--- config.mk ---
export PLATFORM = sky130hd
export DESIGN_NAME = ws_sram_writer_flat
export DESIGN_NICKNAME = d
export VERILOG_FILES = /design/src/rtl/ws_sram_writer_if.sv /design/src/rtl/ws_sram_writer.sv /design/src/flat_wrapper.sv
export SDC_FILE = /design/constraint.sdc
export NUM_CORES = 1
export LEC_CHECK = 0
export BUFFER_PORTS_ARGS = -buffer_cell sky130_fd_sc_hd__buf_2
export CORE_MARGIN = 1
export CORE_UTILIZATION = 60
export CTS_CLUSTER_SIZE = 25
export DETAILED_ROUTE_END_ITERATION = 16
export PLACE_DENSITY_LB_ADDON = 0.15
export SYNTH_ARGS = -nofsm -noshare
export SYNTH_HDL_FRONTEND = slang
export SYNTH_SLANG_ARGS = --single-unit
--- constraint.sdc ---
create_clock -name CLOCK_50_I -period 5 [get_ports CLOCK_50_I]
set_input_delay 1.25 -clock CLOCK_50_I [delete_from_list [all_inputs] [get_ports CLOCK_50_I]]
set_output_delay 1.25 -clock CLOCK_50_I [all_outputs]
set_load 0.02 [all_outputs]
--- src/rtl/ws_sram_writer_if.sv ---
// Bus bundle for the Write-S stage: start/done handshake, block geometry,
// S DPRAM read port and external SRAM write port.
interface ws_sram_writer_if #(
  parameter int unsigned RAM_AW = 7
);
  logic              WS_start;
  logic              WS_done;
  logic [17:0]       base_address;
  logic [8:0]        row_words;
  logic [4:0]        block_row;
  logic [5:0]        block_col;
  logic [RAM_AW-1:0] RAM_address;
  logic [31:0]       RAM_read_data;
  logic [17:0]       SRAM_address;
  logic [15:0]       SRAM_write_data;
  logic              SRAM_we_n;

  modport master (
    output WS_start, base_address, row_words, block_row, block_col,
    output RAM_read_data,
    input  WS_done, RAM_address, SRAM_address, SRAM_write_data, SRAM_we_n
  );

  modport slave (
    input  WS_start, base_address, row_words, block_row, block_col,
    input  RAM_read_data,
    output WS_done, RAM_address, SRAM_address, SRAM_write_data, SRAM_we_n
  );
endinterface

--- src/rtl/ws_sram_writer.sv ---
// Write-S stage: reads an 8x8 block of signed S values, clips to 0..255,
// packs column pairs and writes 32 words to the Y/U/V SRAM segment.
module ws_sram_writer #(
  parameter int unsigned RAM_AW     = 7,
  parameter int unsigned RAM_OFFSET = 0
) (
  input  logic                 CLOCK_50_I,
  input  logic                 Resetn,
  ws_sram_writer_if.slave      bus
);

  typedef enum logic [1:0] {
    IDLE,
    READ,
    DRAIN,
    DONE
  } state_e;

  state_e            state_q;
  logic [6:0]        cnt_q;
  logic [RAM_AW-1:0] ram_addr_q;
  logic [17:0]       row_ptr_q;
  logic [8:0]        row_words_q;
  logic [7:0]        even_q;
  logic [17:0]       sram_addr_q;
  logic [15:0]       sram_data_q;
  logic              we_n_q;
  logic              done_q;

  logic              data_vld;
  logic [5:0]        k;
  logic [7:0]        clip_byte;
  logic [17:0]       pair_addr;
  logic [17:0]       prod;
  logic [17:0]       start_ptr;

  // cnt_q counts cycles since the first RAM address; data for index cnt_q-1
  // is on RAM_read_data because of the one-cycle read latency.
  always_comb begin
    data_vld  = ((state_q == READ) && (cnt_q != 7'd0)) ||
                ((state_q == DRAIN) && (cnt_q == 7'd64));
    k         = 6'(cnt_q - 7'd1);
    if (bus.RAM_read_data[31])
      clip_byte = 8'h00;
    else if (|bus.RAM_read_data[30:8])
      clip_byte = 8'hFF;
    else
      clip_byte = bus.RAM_read_data[7:0];
    pair_addr = row_ptr_q + {16'd0, k[2:1]};
    // The only multiply is a one-shot at start; per-row advance is an add.
    prod      = 18'({10'd0, bus.block_row, 3'b000} * {9'd0, bus.row_words});
    start_ptr = bus.base_address + prod + {10'd0, bus.block_col, 2'b00};
  end

  always_ff @(posedge CLOCK_50_I or negedge Resetn) begin
    if (!Resetn) begin
      state_q     <= IDLE;
      cnt_q       <= '0;
      ram_addr_q  <= '0;
      row_ptr_q   <= '0;
      row_words_q <= '0;
      even_q      <= '0;
      sram_addr_q <= '0;
      sram_data_q <= '0;
      we_n_q      <= 1'b1;
      done_q      <= 1'b0;
    end else begin
      done_q <= 1'b0;
      we_n_q <= 1'b1;
      case (state_q)
        IDLE: begin
          if (bus.WS_start) begin
            row_ptr_q   <= start_ptr;
            row_words_q <= bus.row_words;
            cnt_q       <= '0;
            ram_addr_q  <= RAM_AW'(RAM_OFFSET);
            state_q     <= READ;
          end
        end
        READ: begin
          cnt_q <= cnt_q + 7'd1;
          if (cnt_q == 7'd63)
            state_q <= DRAIN;
          else
            ram_addr_q <= ram_addr_q + RAM_AW'(1);
        end
        DRAIN: begin
          cnt_q <= cnt_q + 7'd1;
          if (cnt_q == 7'd65) begin
            state_q <= DONE;
            done_q  <= 1'b1;
          end
        end
        DONE: begin
          state_q <= IDLE;
        end
        default: begin
          state_q <= IDLE;
        end
      endcase

      if (data_vld) begin
        if (!k[0]) begin
          even_q <= clip_byte;
        end else begin
          we_n_q      <= 1'b0;
          sram_addr_q <= pair_addr;
          sram_data_q <= {even_q, clip_byte};
          if (k[2:0] == 3'd7)
            row_ptr_q <= row_ptr_q + {9'd0, row_words_q};
        end
      end
    end
  end

  assign bus.WS_done         = done_q;
  assign bus.RAM_address     = ram_addr_q;
  assign bus.SRAM_address    = sram_addr_q;
  assign bus.SRAM_write_data = sram_data_q;
  assign bus.SRAM_we_n       = we_n_q;

endmodule

--- src/flat_wrapper.sv ---
// flat-port wrapper written by rule: the top's interface ports become plain ports
module ws_sram_writer_flat 
#(
  parameter int unsigned RAM_AW     = 7,
  parameter int unsigned RAM_OFFSET = 0
)
  (CLOCK_50_I, Resetn, bus_WS_start, bus_base_address, bus_row_words, bus_block_row, bus_block_col, bus_RAM_read_data, bus_WS_done, bus_RAM_address, bus_SRAM_address, bus_SRAM_write_data, bus_SRAM_we_n);
  ws_sram_writer_if #(.RAM_AW(RAM_AW)) bus_i ();
  input  logic CLOCK_50_I;
  input  logic Resetn;
  input wire logic [$bits(bus_i.WS_start)-1:0] bus_WS_start;
  input wire logic [$bits(bus_i.base_address)-1:0] bus_base_address;
  input wire logic [$bits(bus_i.row_words)-1:0] bus_row_words;
  input wire logic [$bits(bus_i.block_row)-1:0] bus_block_row;
  input wire logic [$bits(bus_i.block_col)-1:0] bus_block_col;
  input wire logic [$bits(bus_i.RAM_read_data)-1:0] bus_RAM_read_data;
  output wire logic [$bits(bus_i.WS_done)-1:0] bus_WS_done;
  output wire logic [$bits(bus_i.RAM_address)-1:0] bus_RAM_address;
  output wire logic [$bits(bus_i.SRAM_address)-1:0] bus_SRAM_address;
  output wire logic [$bits(bus_i.SRAM_write_data)-1:0] bus_SRAM_write_data;
  output wire logic [$bits(bus_i.SRAM_we_n)-1:0] bus_SRAM_we_n;
  assign bus_i.WS_start = bus_WS_start;
  assign bus_i.base_address = bus_base_address;
  assign bus_i.row_words = bus_row_words;
  assign bus_i.block_row = bus_block_row;
  assign bus_i.block_col = bus_block_col;
  assign bus_i.RAM_read_data = bus_RAM_read_data;
  assign bus_WS_done = bus_i.WS_done;
  assign bus_RAM_address = bus_i.RAM_address;
  assign bus_SRAM_address = bus_i.SRAM_address;
  assign bus_SRAM_write_data = bus_i.SRAM_write_data;
  assign bus_SRAM_we_n = bus_i.SRAM_we_n;
  ws_sram_writer #(.RAM_AW(RAM_AW), .RAM_OFFSET(RAM_OFFSET)) u_core (.CLOCK_50_I(CLOCK_50_I), .Resetn(Resetn), .bus(bus_i));
endmodule
-- Yosys cells after proc, flatten, opt, wreduce, memory -nomap -nowiden
Index checks and enable logic that the tools add are counted.
- add/subtract/negate cells: 7
- $mul: 1
- eq/ne operators: 11
- multiplexer cells: 19
- bitwise logic cells: 1
- reductions and logical operators: 15
- operators with widths (operator ; count):
    18-bit two-way mux ; 5
    7-bit case mux with 2 select lines ; 2
    23-bit OR reduction ; 1
    18-bit by 17-bit adder with 18-bit output ; 1
    18-bit by 2-bit adder with 18-bit output ; 1
    18-bit by 8-bit adder with 18-bit output ; 1
    18-bit by 9-bit adder with 18-bit output ; 1
    8-bit two-way mux ; 2
    7-bit by 1-bit adder with 7-bit output (second input constant) ; 2
    7-bit == test (second input constant) ; 2
    5-bit by 9-bit multiplier with 14-bit output ; 1
    7-bit two-way mux ; 2
    2-bit inequality test (second input constant) ; 4
    2-bit case mux with 4 select lines ; 1
    2-bit AND reduction ; 4
    7-bit by 6-bit == test with 1-bit output (second input constant) ; 1
    7-bit nonzero test ; 1
    2-bit two-way mux ; 3
    3-bit AND reduction ; 2
    2-bit == test (second input constant) ; 2
    1-bit two-way mux ; 4
    2-bit nonzero test ; 2
    3-bit == test (second input constant) ; 1
    3-bit by 1-bit subtractor with 3-bit output (second input constant) ; 1
    other kinds (6) ; 7
- flip-flop bits (word level): 87
- input port bits: 73
- output and inout port bits: 43
- word-level logic and storage cells: 64

-- Depth between registers and ports, before layout
- depth after elaboration: 8
- depth in mapped cells: 22
- mapped depth without buffers: 22

-- Worst setup path after synthesis
No wires, ideal clock.
- kind: input to register
- start: input port bus_row_words[1]
- end: register u_core.row_ptr_q[16]
- library setup time: 0.135 ns
- data arrival time: 5.670 ns
- data required time: 4.865 ns
- slack: -0.804 ns
- stages on the path: 20
- path buffers: 0
- cells stage by stage: and2_1 > fa_1 > fa_1 > inv_1 > fa_1 > inv_1 > ha_1 > o21ai_0 > a21boi_0 > o21ai_0 > a211oi_1 > xor2_1 > ha_1 > ha_1 > a21oi_1 > o221a_2 > o31ai_1 > a21oi_1 > xor2_1 > o211ai_1
- longest elaborated chain between the ends: 8
- ends and longest elaborated chain (element ; line ; text):
    start: declaration ; flat_wrapper.sv:13 ; input wire logic [$bits(bus_i.row_words)-1:0] bus_row_words;
    5-bit by 9-bit multiplier with 14-bit output (*) ; ws_sram_writer.sv:51 ; prod = 18'({10'd0, bus.block_row, 3'b000} * {9'd0, bus.row_words});
    18-bit by 17-bit adder with 18-bit output (*) ; ws_sram_writer.sv:52 ; start_ptr = bus.base_address + prod + {10'd0, bus.block_col, 2'b00};
    18-bit by 8-bit adder with 18-bit output (*) ; ws_sram_writer.sv:52 ;
    18-bit two-way mux (*) ; ws_sram_writer.sv:72 ; if (bus.WS_start) begin
    18-bit two-way mux (*) ; ws_sram_writer.sv:70 ; case (state_q)
    18-bit two-way mux ; ws_sram_writer.sv:109 ; if (k[2:0] == 3'd7)
    18-bit two-way mux ; ws_sram_writer.sv:103 ; if (!k[0]) begin
    18-bit two-way mux (*) ; ws_sram_writer.sv:102 ; if (data_vld) begin
    end signal: assignment ; ws_sram_writer.sv:73 ; row_ptr_q <= start_ptr;
    end signal: assignment ; ws_sram_writer.sv:110 ; row_ptr_q <= row_ptr_q + {9'd0, row_words_q};
    end: declaration ; ws_sram_writer.sv:22 ; logic [17:0] row_ptr_q;
Mark *: on every way between the ends. The rest lies on a longest branch, timed or not.
A chain may end at the register's enable or synchronous reset.

-- Worst setup path in the final report
- start: input port bus_block_row[2]
- end: register u_core.row_ptr_q[15]
- longest elaborated chain between the ends: 8
- ends and longest elaborated chain (element ; line ; text):
    start: declaration ; flat_wrapper.sv:14 ; input wire logic [$bits(bus_i.block_row)-1:0] bus_block_row;
    5-bit by 9-bit multiplier with 14-bit output (*) ; ws_sram_writer.sv:51 ;
    18-bit by 17-bit adder with 18-bit output (*) ; ws_sram_writer.sv:52 ;
    18-bit by 8-bit adder with 18-bit output (*) ; ws_sram_writer.sv:52 ;
    18-bit two-way mux (*) ; ws_sram_writer.sv:72 ;
    18-bit two-way mux (*) ; ws_sram_writer.sv:70 ;
    18-bit two-way mux ; ws_sram_writer.sv:109 ;
    18-bit two-way mux ; ws_sram_writer.sv:103 ;
    18-bit two-way mux (*) ; ws_sram_writer.sv:102 ;
Marked as above.

==> metrics.cfg <==
[die]
io_pins=116
die_w_um=110
start_util=0.617
core_area_mm2=0.0114
fp-row-count=39
die_y_um=110
dieArea_mm2=0.0122

[global_routing]
grt_max_degree=88
grt_pass1_vias=6339
grt_overflow=0
grt_pass1_wl_mm=28.0
antenna_found_initial=0
grt_use_total=0.296

[critical_path]
cp_common_cell=fa_1
required_ps=5210
cp-start-kind=input port
slowest_delay_ps=500
rr_worst_depth=12
cpMaxStageDelayCell=fa_1
path_class=in -> reg
crit_chain=buf_8 -> and2_4 -> fa_1 -> fa_1 -> inv_1 -> fa_1 -> inv_2 -> ha_4 -> nand2_2 -> o21ai_4 -> o21a_1 -> nor2_1 -> xnor2_1 -> ha_1 -> ha_4 -> o21a_1 -> o21ai_2 -> a31oi_2 -> o41ai_2 -> o21ba_2 -> xor2_2 -> a211oi_2
cp_max_fo=5
crit_arrival_ps=5590
endpoint_kind=flip-flop

[clock_tree]
cts-htree-levels=3
cts-root-buf=clkbuf_16
insertion_delay_ps=350
clock_sinks=87
holdBufCountCts=0
cts_tree=done
cts_buffer_depth=2
cts_buffers=9
clkTransAtPathRegs_ps=60

[power]
vdd_drop_max_mv=0.265
sw_frac_of_total=0.358
p_seq_frac=0.219
p_per_area_mw_per_mm2=371
p_leak_uw=0.00430
p_int_uw=2110
p_clk_frac=0.221
switchingPower_uw=1170
combPwrFrac=0.560

[synthesis]
synth.avg_cell_area_um2=8.78
synth_top_area_share=0.306
yosysWarnings=0
ys_seq_area_frac=0.309
syn_area_mm2=0.00704
synth_seq_cells=87
synth_cell_types=63
ys_top_cells_by_area=dfrtp_1 31%, ha_1 12%, fa_1 8.2%
synth_edf_count=0
synth_top_area_cell=dfrtp_1
async_flop_share=1.00
netlist_instances=802
ys.flop_type=dfrtp_1
synth_fp_nets=970

[timing]
worst_pin_slew_ps=1090
slew_headroom=0.272
max_freq_ghz=0.186
setup_ws_ps=-378
fin_skew_ps=5.57
finalHoldViolCount=0
period_minus_slack_ps=5380
slew_violations=0
setup_viol=8
setup_tns_ps=-2230
rsz0062_at_grt=true
finalCritPeriodShare=1.08

[detailed_routing]
vias=6288
drc=0
dr.first_iter.drc_count=313
ant_nets=0
viasPerCell=5.71
wl_mm=17.1
drt_pre_antenna_iters=5
wl_per_cell_um=15.5

[cells_and_area]
finalNetCount=1122
syn2layout_area_growth_pct=25.4
fillers=800
fin_area_mm2=0.00883
drive_gt1_frac=0.286
utilization=0.773
diodes=0

[status]
outcome=finished, violations left
violations=setup timing

[min_path]
whs_path_depth=2
hp-class=reg -> reg

[placement]
place_area_mm2=0.00818
gp_congestion=0.801
hpwl_mm=13.0
port_buffers=115

[run]
max_cap_viol_count=0

-- cells by family after synthesis --
family,after synthesis,synth area share
XOR/XNOR,41,0.0510
buffers and inverters,96,0.0556
adder cells (fa/ha/maj),95,0.200
flip-flops,87,0.309
AO/OA/AOI/OAI,156,0.142
AND/OR/NAND/NOR,298,0.197
multiplexers,29,0.0448
-- through the flow --
| step | hold slack [ps] | worst slack (ps) | total power [uW] | cells |
|---|---|---|---|---|
| 6_report | 466 | -378 | 3280 | 1102 |
| 5_1_grt | 496 | -593 | 3500 | 1102 |
| 4_1_cts | 466 | -336 | 3040 | 1097 |
| 3_5_place_dp | 453 | -832 | 2190 | 1078 |
| 3_3_place_gp | 443 | -690 | 2140 | 1078 |
| 2_1_floorplan | 435 | -398 | 1720 | 802 |
-- synthesized netlist by cell type, types with 6 or more instances --
| cell | count |
|---|---|
| a21o_1 | 6 |
| mux2_2 | 20 |
| buf_2 | 6 |
| xor2_1 | 22 |
| a211oi_1 | 9 |
| a21oi_1 | 35 |
| nand3_1 | 21 |
| nor2_1 | 64 |
| o21a_1 | 8 |
| ha_1 | 66 |
| and2_1 | 32 |
| nand4_1 | 6 |
| dfrtp_1 | 86 |
| mux2i_1 | 9 |
| inv_1 | 72 |
| clkbuf_1 | 10 |
| nand2_1 | 117 |
| and3_1 | 7 |
| fa_1 | 29 |
| o21ai_0 | 51 |
| nand2b_1 | 11 |
| o31ai_1 | 9 |
| a22oi_1 | 6 |
| xnor2_1 | 19 |
| nor4_1 | 7 |
| nor3_1 | 17 |
-- worst max-delay path, delay by kind of cell --
kind                       cells  cell delay (ps)
buffers and inverters          3              210
adders and majority gates      6             2340
xor gates and xnor gates       2              260
AOI/OAI and AO/OA              8             1280
and+or+nand+nor                3              250
-- registers in the layout, indices dropped and copies added (netlist names) --
| name | count |
|---|---|
| u_core.bus.RAM_address | 7 |
| u_core.bus.SRAM_address | 18 |
| u_core.bus.SRAM_we_n | 1 |
| u_core.bus.SRAM_write_data | 16 |
| u_core.bus.WS_done | 1 |
| u_core.cnt_q | 7 |
| u_core.even_q | 8 |
| u_core.row_ptr_q | 18 |
| u_core.row_words_q | 9 |
| u_core.state_q | 2 |
-- path summary, 6_finish.rpt --
check                      slack (ps)                          start                            end
min in group asynchronous        1110                         Resetn                u_core.cnt_q[6]
hold reg to reg                   470  u_core.bus.SRAM_write_data[9]  u_core.bus.SRAM_write_data[9]
hold / removal                    470  u_core.bus.SRAM_write_data[9]  u_core.bus.SRAM_write_data[9]
max in group asynchronous        3200                         Resetn          u_core.row_words_q[6]
setup / recovery                 -380               bus_block_row[2]           u_core.row_ptr_q[15]
setup reg to reg                 2050                u_core.cnt_q[0]    u_core.bus.SRAM_address[17]
-- metal layers --
| metal | vias to the layer above | wire, um | global-route usage |
|---|---|---|---|
| li1 | 3038 | - | - |
| met1 | 3051 | 6830 | 0.326 |
| met2 | 169 | 9210 | 0.576 |
| met3 | 30 | 775 | 0.0500 |
| met4 | 0 | 301 | 0.0883 |
| met5 | - | 0 | 0 |
-- final cells by class --
class | count | area [um^2] | area share
inverters | 72 | 270 | 0.0306
clock inverters | 7 | 96.3 | 0.0109
repair buffers | 165 | 1030 | 0.117
clock buffers | 9 | 225 | 0.0255
flip-flops and latches | 87 | 2180 | 0.247
well taps | 143 | 179 | 0.0203
multi-input cells | 619 | 4850 | 0.549
-- cell usage in the layout, fill, tap and decap left out, types with 10 or more instances in the layout --
cell type  synthesis  routed
xnor2_1           19      18
buf_2              6     108
nand3_1           21      20
inv_1             72      69
nor2_1            64      62
nand2b_1          11      11
and2_1            32      28
xor2_1            22      21
fa_1              29      29
mux2_2            20      20
nor3_1            17      17
dfrtp_1           86      86
buf_4              2      48
nand2_1          117     111
ha_4               0      13
a21oi_1           35      24
o21ai_0           51      41
a21oi_2            0      10
ha_1              66      53
-- power groups by stage --
stage	combinational (uW)	sequential (uW)	clock (uW)
4_1_cts	1590	719	732
5_1_grt	2020	720	764
3_5_place_dp	1460	732	0
6_report	1840	719	723
2_1_floorplan	981	740	0
3_3_place_gp	1410	732	0
-- what timing repair did --
action | 4_1_cts | 5_1_grt
pin swaps | 33 | 18
resized for setup | 28 | 32
endpoints found under the setup margin | 8 | 9
setup buffers | 2 | 5
cloned | 1 | 0
(Power assumes the default switching activity.)
